--- config.mk ---
export PLATFORM = sky130hd
export DESIGN_NAME = fullyopen_sprite_fetch
export DESIGN_NICKNAME = d
export VERILOG_FILES = /design/src/rtl/pacman_pkg.sv /design/src/rtl/vga_sync_delay.sv /design/src/rtl/fullyopen_sprite_fetch.sv
export SDC_FILE = /design/constraint.sdc
export NUM_CORES = 1
export LEC_CHECK = 0
export CORE_UTILIZATION = 49
export CTS_CLUSTER_DIAMETER = 50
export CTS_CLUSTER_SIZE = 12
export DETAILED_ROUTE_END_ITERATION = 6
export PLACE_DENSITY = 0.9
export SYNTH_ARGS = -nofsm -noshare
export SYNTH_HDL_FRONTEND = slang
export SYNTH_HIERARCHICAL = 1
export SYNTH_SLANG_ARGS = --single-unit
--- constraint.sdc ---
create_clock -name Clk -period 4.5 [get_ports Clk]
set_clock_uncertainty 0.05 [all_clocks]
set_input_delay 1.125 -clock Clk [delete_from_list [all_inputs] [get_ports Clk]]
set_output_delay 1.125 -clock Clk [all_outputs]
set_load 0.005 [all_outputs]
--- src/rtl/pacman_pkg.sv ---
// Shared types and constants for the Pac-Man sprite fetch path.
package pacman_pkg;

    localparam int unsigned SPRITE_SIZE = 16;
    localparam int unsigned SPRITE_LOG2 = $clog2(SPRITE_SIZE);
    localparam int unsigned ROM_AW      = 2 * SPRITE_LOG2;
    localparam int unsigned IDX_W       = 5;
    localparam int unsigned COORD_W     = 10;

    localparam logic [IDX_W-1:0] TRANSP_IDX = 5'd1;

    localparam int unsigned H_VISIBLE = 640;
    localparam int unsigned V_VISIBLE = 480;

    typedef enum logic [1:0] {
        DIR_RIGHT = 2'd0,
        DIR_LEFT  = 2'd1,
        DIR_UP    = 2'd2,
        DIR_DOWN  = 2'd3
    } dir_t;

endpackage

--- src/rtl/vga_sync_delay.sv ---
// Fixed-depth shift register that keeps {blank, hs, vs} aligned with the pixel pipeline.
module vga_sync_delay #(
    parameter int unsigned DEPTH = 3
) (
    input  logic clk,
    input  logic reset,
    input  logic blank_in,
    input  logic hs_in,
    input  logic vs_in,
    output logic blank_out,
    output logic hs_out,
    output logic vs_out
);

    logic [2:0] pipe [DEPTH];

    // Reset value mirrors an idle VGA line: blanked, syncs deasserted (high).
    always_ff @(posedge clk) begin
        if (reset) begin
            for (int i = 0; i < int'(DEPTH); i++) begin
                pipe[i] <= 3'b011;
            end
        end else begin
            pipe[0] <= {blank_in, hs_in, vs_in};
            for (int i = 1; i < int'(DEPTH); i++) begin
                pipe[i] <= pipe[i-1];
            end
        end
    end

    assign blank_out = pipe[DEPTH-1][2];
    assign hs_out    = pipe[DEPTH-1][1];
    assign vs_out    = pipe[DEPTH-1][0];

endmodule

--- src/rtl/fullyopen_sprite_fetch.sv ---
// Per-pixel sprite box test, direction transform and ROM fetch for the mouth-open Pac-Man frame.
// Three-cycle fixed latency from DrawX/DrawY/sync to index/sprite_on/sync outputs.
module fullyopen_sprite_fetch
    import pacman_pkg::*;
(
    input  logic               Clk,
    input  logic               Reset,
    input  logic [9:0]         DrawX,
    input  logic [9:0]         DrawY,
    input  logic               blank_in,
    input  logic               hs_in,
    input  logic               vs_in,
    input  logic [9:0]         pos_x,
    input  logic [9:0]         pos_y,
    input  logic [1:0]         dir,
    input  logic               visible,
    output logic [ROM_AW-1:0]  rom_addr,
    input  logic [4:0]         rom_data,
    output logic [4:0]         index,
    output logic               sprite_on,
    output logic               blank_out,
    output logic               hs_out,
    output logic               vs_out
);

    localparam int unsigned SW = SPRITE_LOG2;

    logic               vs_prev;
    logic [9:0]         sh_x;
    logic [9:0]         sh_y;
    dir_t               sh_dir;
    logic               sh_vis;

    logic               vs_fall;
    logic [9:0]         eff_x;
    logic [9:0]         eff_y;
    dir_t               eff_dir;
    logic               eff_vis;
    logic [10:0]        du;
    logic [10:0]        dv;
    logic               in_box;
    logic [SW-1:0]      u;
    logic [SW-1:0]      v;
    logic [SW-1:0]      src_u;
    logic [SW-1:0]      src_v;
    logic               in_box_d1;
    logic               in_box_d2;

    // A pixel coinciding with the vsync fall already sees the newly latched frame state.
    assign vs_fall = vs_prev & ~vs_in;
    assign eff_x   = vs_fall ? pos_x : sh_x;
    assign eff_y   = vs_fall ? pos_y : sh_y;
    assign eff_dir = vs_fall ? dir_t'(dir) : sh_dir;
    assign eff_vis = vs_fall ? visible : sh_vis;

    // Zero-extended subtraction: a set bit 10 means the pixel lies left of / above the box.
    assign du = {1'b0, DrawX} - {1'b0, eff_x};
    assign dv = {1'b0, DrawY} - {1'b0, eff_y};
    assign in_box = !du[10] && (du < 11'(SPRITE_SIZE)) &&
                    !dv[10] && (dv < 11'(SPRITE_SIZE)) &&
                    eff_vis && blank_in;

    assign u = du[SW-1:0];
    assign v = dv[SW-1:0];

    // S-1-x is a bitwise inversion because S is a power of two.
    always_comb begin
        src_u = u;
        src_v = v;
        case (eff_dir)
            DIR_RIGHT: begin src_u = u;  src_v = v; end
            DIR_LEFT:  begin src_u = ~u; src_v = v; end
            DIR_UP:    begin src_u = ~v; src_v = u; end
            DIR_DOWN:  begin src_u = v;  src_v = u; end
            default:   begin src_u = u;  src_v = v; end
        endcase
    end

    always_ff @(posedge Clk) begin
        if (Reset) begin
            vs_prev   <= 1'b1;
            sh_x      <= '0;
            sh_y      <= '0;
            sh_dir    <= DIR_RIGHT;
            sh_vis    <= 1'b0;
            rom_addr  <= '0;
            in_box_d1 <= 1'b0;
            in_box_d2 <= 1'b0;
            index     <= '0;
            sprite_on <= 1'b0;
        end else begin
            vs_prev <= vs_in;
            if (vs_fall) begin
                sh_x   <= pos_x;
                sh_y   <= pos_y;
                sh_dir <= dir_t'(dir);
                sh_vis <= visible;
            end
            rom_addr  <= in_box ? {src_v, src_u} : '0;
            in_box_d1 <= in_box;
            in_box_d2 <= in_box_d1;
            index     <= in_box_d2 ? rom_data : '0;
            sprite_on <= in_box_d2 && (rom_data != TRANSP_IDX);
        end
    end

    vga_sync_delay #(
        .DEPTH (3)
    ) u_sync_delay (
        .clk       (Clk),
        .reset     (Reset),
        .blank_in  (blank_in),
        .hs_in     (hs_in),
        .vs_in     (vs_in),
        .blank_out (blank_out),
        .hs_out    (hs_out),
        .vs_out    (vs_out)
    );

endmodule

# Yosys cells after proc, flatten, opt, wreduce, memory -nomap -nowiden
# Memories as Yosys holds them, arrays and structs flattened.
# Cells that the tools add are included.
[totals] rom_bits=0 out_inout_bits=17 latch_bits=0 ff_bits=40 elab_cells=53 memories=1 mem_bits_rw=9 input_bits=53
[mem_list] name="u_sync_delay.pipe" depth=3 width=3 read_ports=3 rd_ports_with_merged_regs=0 wr=3 line_no="vga_sync_delay.sv:15" rtl="logic [2:0] pipe [DEPTH];"
[classes] reduce_logical=13 addsub=2 n_mul=0 eq_ne=4 n_shift=0 n_lt_le_gt_ge=2 div=0 n_bitwise=9 mux=12
[op_table] op="$lt 11x5->1 const B" n=2
[op_table] op="$sub 10x10->11" n=2
[op_table] op="$mux 10" n=2
[op_table] op="$pmux 4 s4" n=1
[op_table] op="$mux 3" n=3
[op_table] op="$not 4->4" n=2
[op_table] op="$pmux 4 s2" n=1
[op_table] op="$reduce_or 2->1" n=4
[op_table] op="$logic_and 1x1->1" n=6
[op_table] op="$ne 5x1->1 const B" n=1
[op_table] op="$eq 2x2->1 const B" n=2
[op_table] op="$mux 1" n=4
[op_table] op="$not 1->1" n=3
[op_table] op="$or 1x1->1" n=3
[op_table] op="$eq 2x1->1 const B" n=1
[op_table] op="$logic_not 1->1" n=2
[op_table] op="$logic_not 2->1" n=1
[op_table] op="$mux 2" n=1
[op_table] op="$and 1x1->1" n=1

# Depth between registers and ports, before layout
[depth] ltp_word=12 ltp_mapped=14 ltp_nobuf=12

# Modules after synthesis
# The synthesis kept the hierarchy.
[modules_own_cells] mod="fullyopen_sprite_fetch" seq_area_each_um2=800.8 area_each_um2=2552.4 instances=1 cells_each=280
[modules_own_cells] mod="vga_sync_delay" seq_area_each_um2=180.2 area_each_um2=236.5 instances=1 cells_each=18

# Worst setup path after synthesis
# OpenSTA, ideal clock, no wires.
[synth_timing] path_type="input -> register" from="input vs_in" to="register rom_addr[0]" t_required_ns=4.371 slack_ns=0.522 arrival_ns=3.849 path_buffers=2 path_stages=13 setup_ns=0.079 cell_sequence="nand2b_4 -> buf_6 -> buf_2 -> mux2_2 -> ha_1 -> fa_1 -> nor2b_1 -> o21ai_0 -> a21o_1 -> xnor2_1 -> nor4_4 -> o2111ai_4 -> nor3_1"
[synth_via] elab_chain_len=12 word_cells_on_any_way=26 classes_between="add/sub (2); order compare (2); eq/ne (3); mux (5); bitwise (5); reduce/logical (9)"
[synth_lines] item="from (decl)" line_no="fullyopen_sprite_fetch.sv:12" rtl="input logic vs_in,"
[synth_lines] item="$not 1->1 (*)" line_no="fullyopen_sprite_fetch.sv:50" rtl="assign vs_fall = vs_prev & ~vs_in;"
[synth_lines] item="$and 1x1->1 (*)" line_no="fullyopen_sprite_fetch.sv:50"
[synth_lines] item="$mux 10 (*)"
[synth_lines] item="net eff_x[0]" line_no="fullyopen_sprite_fetch.sv:35" rtl="logic [9:0] eff_x;"
[synth_lines] item="$sub 10x10->11 (*)" line_no="fullyopen_sprite_fetch.sv:57" rtl="assign du = {1'b0, DrawX} - {1'b0, eff_x};"
[synth_lines] item="$lt 11x5->1 / $logic_not 1->1 (equally long branches)" line_no="fullyopen_sprite_fetch.sv:59" rtl="assign in_box = !du[10] && (du < 11'(SPRITE_SIZE)) &&"
[synth_lines] item="$logic_and 1x1->1 (2 in series)" line_no="fullyopen_sprite_fetch.sv:59"
[synth_lines] item="$logic_and 1x1->1 (2 in series)" line_no="fullyopen_sprite_fetch.sv:60" rtl="!dv[10] && (dv < 11'(SPRITE_SIZE)) &&"
[synth_lines] item="$logic_and 1x1->1" line_no="fullyopen_sprite_fetch.sv:61" rtl="eff_vis && blank_in;"
[synth_lines] item="$not 1->1 (no source line)"
[synth_lines] item="$reduce_or 2->1 (no source line)"
[synth_lines] item="to (signal assigned)" line_no="fullyopen_sprite_fetch.sv:99" rtl="rom_addr <= in_box ? {src_v, src_u} : '0;"
[synth_lines] item="to (decl)" line_no="fullyopen_sprite_fetch.sv:17" rtl="output logic [ROM_AW-1:0] rom_addr,"
# Mark *: on every way through the listed nets, which the timed path passes. The rest lies on a longest branch.
# A chain may end at the register's enable or synchronous reset.

# Final worst setup path
[layout_timing] from="input vs_in" to="register rom_addr[0]"
[layout_via] word_cells_on_any_way=26 classes_between="add/sub (2); order compare (2); eq/ne (3); mux (5); bitwise (5); reduce/logical (9)"
[layout_rtl] item="$not 1->1 (*)" line_no="fullyopen_sprite_fetch.sv:50"
[layout_rtl] item="$and 1x1->1 (*)" line_no="fullyopen_sprite_fetch.sv:50"
[layout_rtl] item="$mux 10 (*)"
[layout_rtl] item="net eff_y[0]" line_no="fullyopen_sprite_fetch.sv:36" rtl="logic [9:0] eff_y;"
[layout_rtl] item="$sub 10x10->11 (*)" line_no="fullyopen_sprite_fetch.sv:58" rtl="assign dv = {1'b0, DrawY} - {1'b0, eff_y};"
[layout_rtl] item="branches (longest 7 deep; another with $lt 11x5->1)"
# Mark *: on every way through the listed nets, which the timed path passes.

==> qor.csv <==
stage;metric;value;unit
status;status;finished clean;
clock_tree;Clock Path Buffers;2;
flow_run;Max-cap violations;0;
grt;GR Util met3;3.76;%
finish;post-route insts no fill;449;
setup_path;Reg-to-Reg Start;vs_prev;
timing;Slew @ Worst Pin;592;ps
setup_path;Critical Path Start Type;input port;
grt;first-pass GRT wire length;10400;µm
placement;Placed Area;3610;µm²
timing;Slew Limit Fails;0;
grt;grt total ovfl;0;
timing;Fin Hold WS;364;ps
worst_hold_path;Hold Startpoint;u_sync_delay/pipe[0][3];
die;die extent in x;77.4;µm
drt;DR vias/cell;5.42;
die;die footprint;6000;µm²
timing;post-route clock period utilization;92.3;%
timing;Setup TNS;0;ps
grt;largest net degree at the start of global routing;37;
finish;area grow syn2layout;32.7;%
die;Boundary Pins;70;
logic_synthesis;largest area contributor in the netlist;dfxtp_1;
timing;# setup viols final;0;
grt;total global-route track usage;21.6;%
finish;nets;450;
clock_tree;H-tree Lvls;2;
die;area of the core;5510;µm²
setup_path;Worst setup EP type;register;
logic_synthesis;syn nets;372;
setup_path;Worst Path Required;4680;ps
logic_synthesis;Post-Syn Area;2790;µm²
clock_tree;CTS tree;done;
setup_path;reg2reg end;rom_addr[0];
placement;gp weighted congestion;0.872;
clock_tree;root buf cell;clkbuf_8;
timing;fin crit period;4150;ps
setup_path;WP data arrival;4330;ps
worst_hold_path;hold worst-path end;u_sync_delay/pipe[0][6];
timing;relative slew slack;59.4;%
worst_hold_path;hold depth;1;
setup_path;Reg2Reg Depth;13;
finish;most frequent cells in the layout;clkdlybuf4s50_1 (69), dfxtp_1 (49), nor2_1 (40);
placement;post-DP HPWL;4790;µm
die;Starting Density;50.6;%
power_and_ir_drop;Power, Total;1.07;mW
timing;final hold vios;0;
drt;WL per Instance;14.1;µm
setup_path;critical path type;input port to register;
grt;gr busiest metal;met2;
drt;1st-pass router iterations;5;
placement;Cells after DPL;441;
clock_tree;TritonCTS Sinks;49;
logic_synthesis;Yosys cell types;57;
finish;layout cells sized above 1;8.49;%
timing;f_max;0.241;GHz
logic_synthesis;Syn Inst Count;298;
clock_tree;# hold bufs at CTS;0;
logic_synthesis;synthesized area per cell;9.36;µm²
logic_synthesis;Post-synth EDFFs;0;
clock_tree;TritonCTS Buffers;5;
logic_synthesis;Synth area leaders;dfxtp_1 (35%), mux2i_1 (9.0%), ha_1 (8.5%), nor2_1 (5.4%), nor2b_1 (3.1%);
logic_synthesis;Async SR Flop Fraction;0;%
logic_synthesis;register area share after synthesis;35.2;%
die;num rows;27;
drt;wirelength, routed;6320;µm
clock_tree;# Post-CTS Setup Buffers;0;
drt;DRC;0;
finish;final core occ;67.2;%
finish;number of antenna diodes;0;
worst_hold_path;Worst Hold Class;register to register;
clock_tree;clock latency on the worst-skew pair;300;ps
drt;Vias;2434;
setup_path;Reg2Reg Setup Slack;1350;ps
die;DIE HEIGHT;77.4;µm
power_and_ir_drop;maximum VDD drop;0.000209;V
grt;initial antenna violation count;0;
clock_tree;Clk pin slew, worst setup/hold paths;90;ps
finish;commonest non-fill, non-tap cell in the layout;clkdlybuf4s50_1;
logic_synthesis;flops & latches, synth;49;
grt;vias in the first global route;2384;
logic_synthesis;ys flop type;dfxtp_1;
power_and_ir_drop;power per cell area;290;nW/µm²
logic_synthesis;synth warn;6;
power_and_ir_drop;Pleak;1.51;nW
grt;met1 usage;25.5;%
logic_synthesis;Yosys top cell area share;35.2;%
placement;number of port buffers;69;
drt;Iter 0 DRT Violations;159;
setup_path;crit path max fanout;9;
finish;Final Instance Area;3700;µm²
drt;Detail Route Antenna Nets;0;
clock_tree;# resized after CTS;0;
timing;worst setup margin;348;ps
grt;met2 GRT Util;39.2;%
placement;Place WS;35.1;ps
timing;RSZ-0062 raised after global routing;no;
## report_power, final
group | switching [mW] | internal, mW | leakage (nW) | total, mW
Clock | 0.145 | 0.110 | 0.0374 | 0.255
Combinational | 0.187 | 0.179 | 1.07 | 0.366
Sequential | 0.00469 | 0.449 | 0.401 | 0.454
Total | 0.337 | 0.738 | 1.51 | 1.07
## Yosys cell counts (all sizes together) (2+ instances only)
| library cell | instances |
|---|---|
| nor3 | 11 |
| xnor2 | 7 |
| o221ai | 2 |
| a211oi | 2 |
| fa | 2 |
| a21o | 2 |
| nor4bb | 2 |
| mux2i | 25 |
| dfxtp | 49 |
| mux2 | 5 |
| o21ai | 14 |
| buf | 3 |
| inv | 9 |
| nand2 | 13 |
| nor2 | 40 |
| o21a | 7 |
| nand2b | 6 |
| nor2b | 14 |
| o211ai | 5 |
| or2 | 8 |
| o2111ai | 3 |
| and2 | 6 |
| nor4 | 3 |
| nor3b | 4 |
| or3b | 2 |
| a21oi | 10 |
| a22oi | 2 |
| ha | 19 |
| clkbuf | 4 |
## state kept, by name (all words and copies together), names as in the netlist, named ones only
register	count
in_box_d2	1
sh_vis	1
sh_x	9
u_sync_delay/pipe	9
index	5
sh_y	10
vs_prev	1
sprite_on	1
in_box_d1	1
rom_addr	8
sh_dir	2
## metal layers
metal	vias to the layer above	wire [µm]
met5	-	0
met4	0	53
met3	7	325
li1	1220	-
met2	77	3200
met1	1130	2750
## kinds of logic after synthesis
family	synth area share (%)
AND/OR/NAND/NOR	22.7
AO/OA/AOI/OAI	15.2
adder cells (fa/ha/maj)	9.96
buffers and inverters	2.51
flip-flops	35.2
XOR/XNOR	3.32
multiplexers	11.1
## critical path, stage by stage
cell             delay, ps
clkdlybuf4s50_1        460
nand2b_4               190
buf_4                  180
mux2_2                 240
ha_1                   180
inv_1                   60
fa_1                   400
a211oi_1               360
nor2_1                 110
xnor2_1                170
nand4_1                170
nor4_4                 220
o2111ai_4              240
nor3_1                 230
## worst max-delay path by stage
stage | from | to | slack [ps] | cells after the start
final | vs_in | rom_addr[0] | 350 | 14
after global routing | vs_in | rom_addr[4] | 100 | 14
after CTS | vs_in | rom_addr[3] | 340 | 14
after detailed placement | vs_in | rom_addr[0] | 40 | 14
after global placement | vs_in | rom_addr[3] | 210 | 12
after floorplan | vs_in | rom_addr[0] | 520 | 13
## layout make-up
type,count,area (µm²)
repair buffers,78,771
clock inverters,2,15.0
well taps,72,90.1
fillers,430,1810
inverters,9,33.8
flip-flops and latches,49,981
multi-input cells,233,1740
clock buffers,6,72.6
Note: power is estimated with default switching activity, not from simulation.
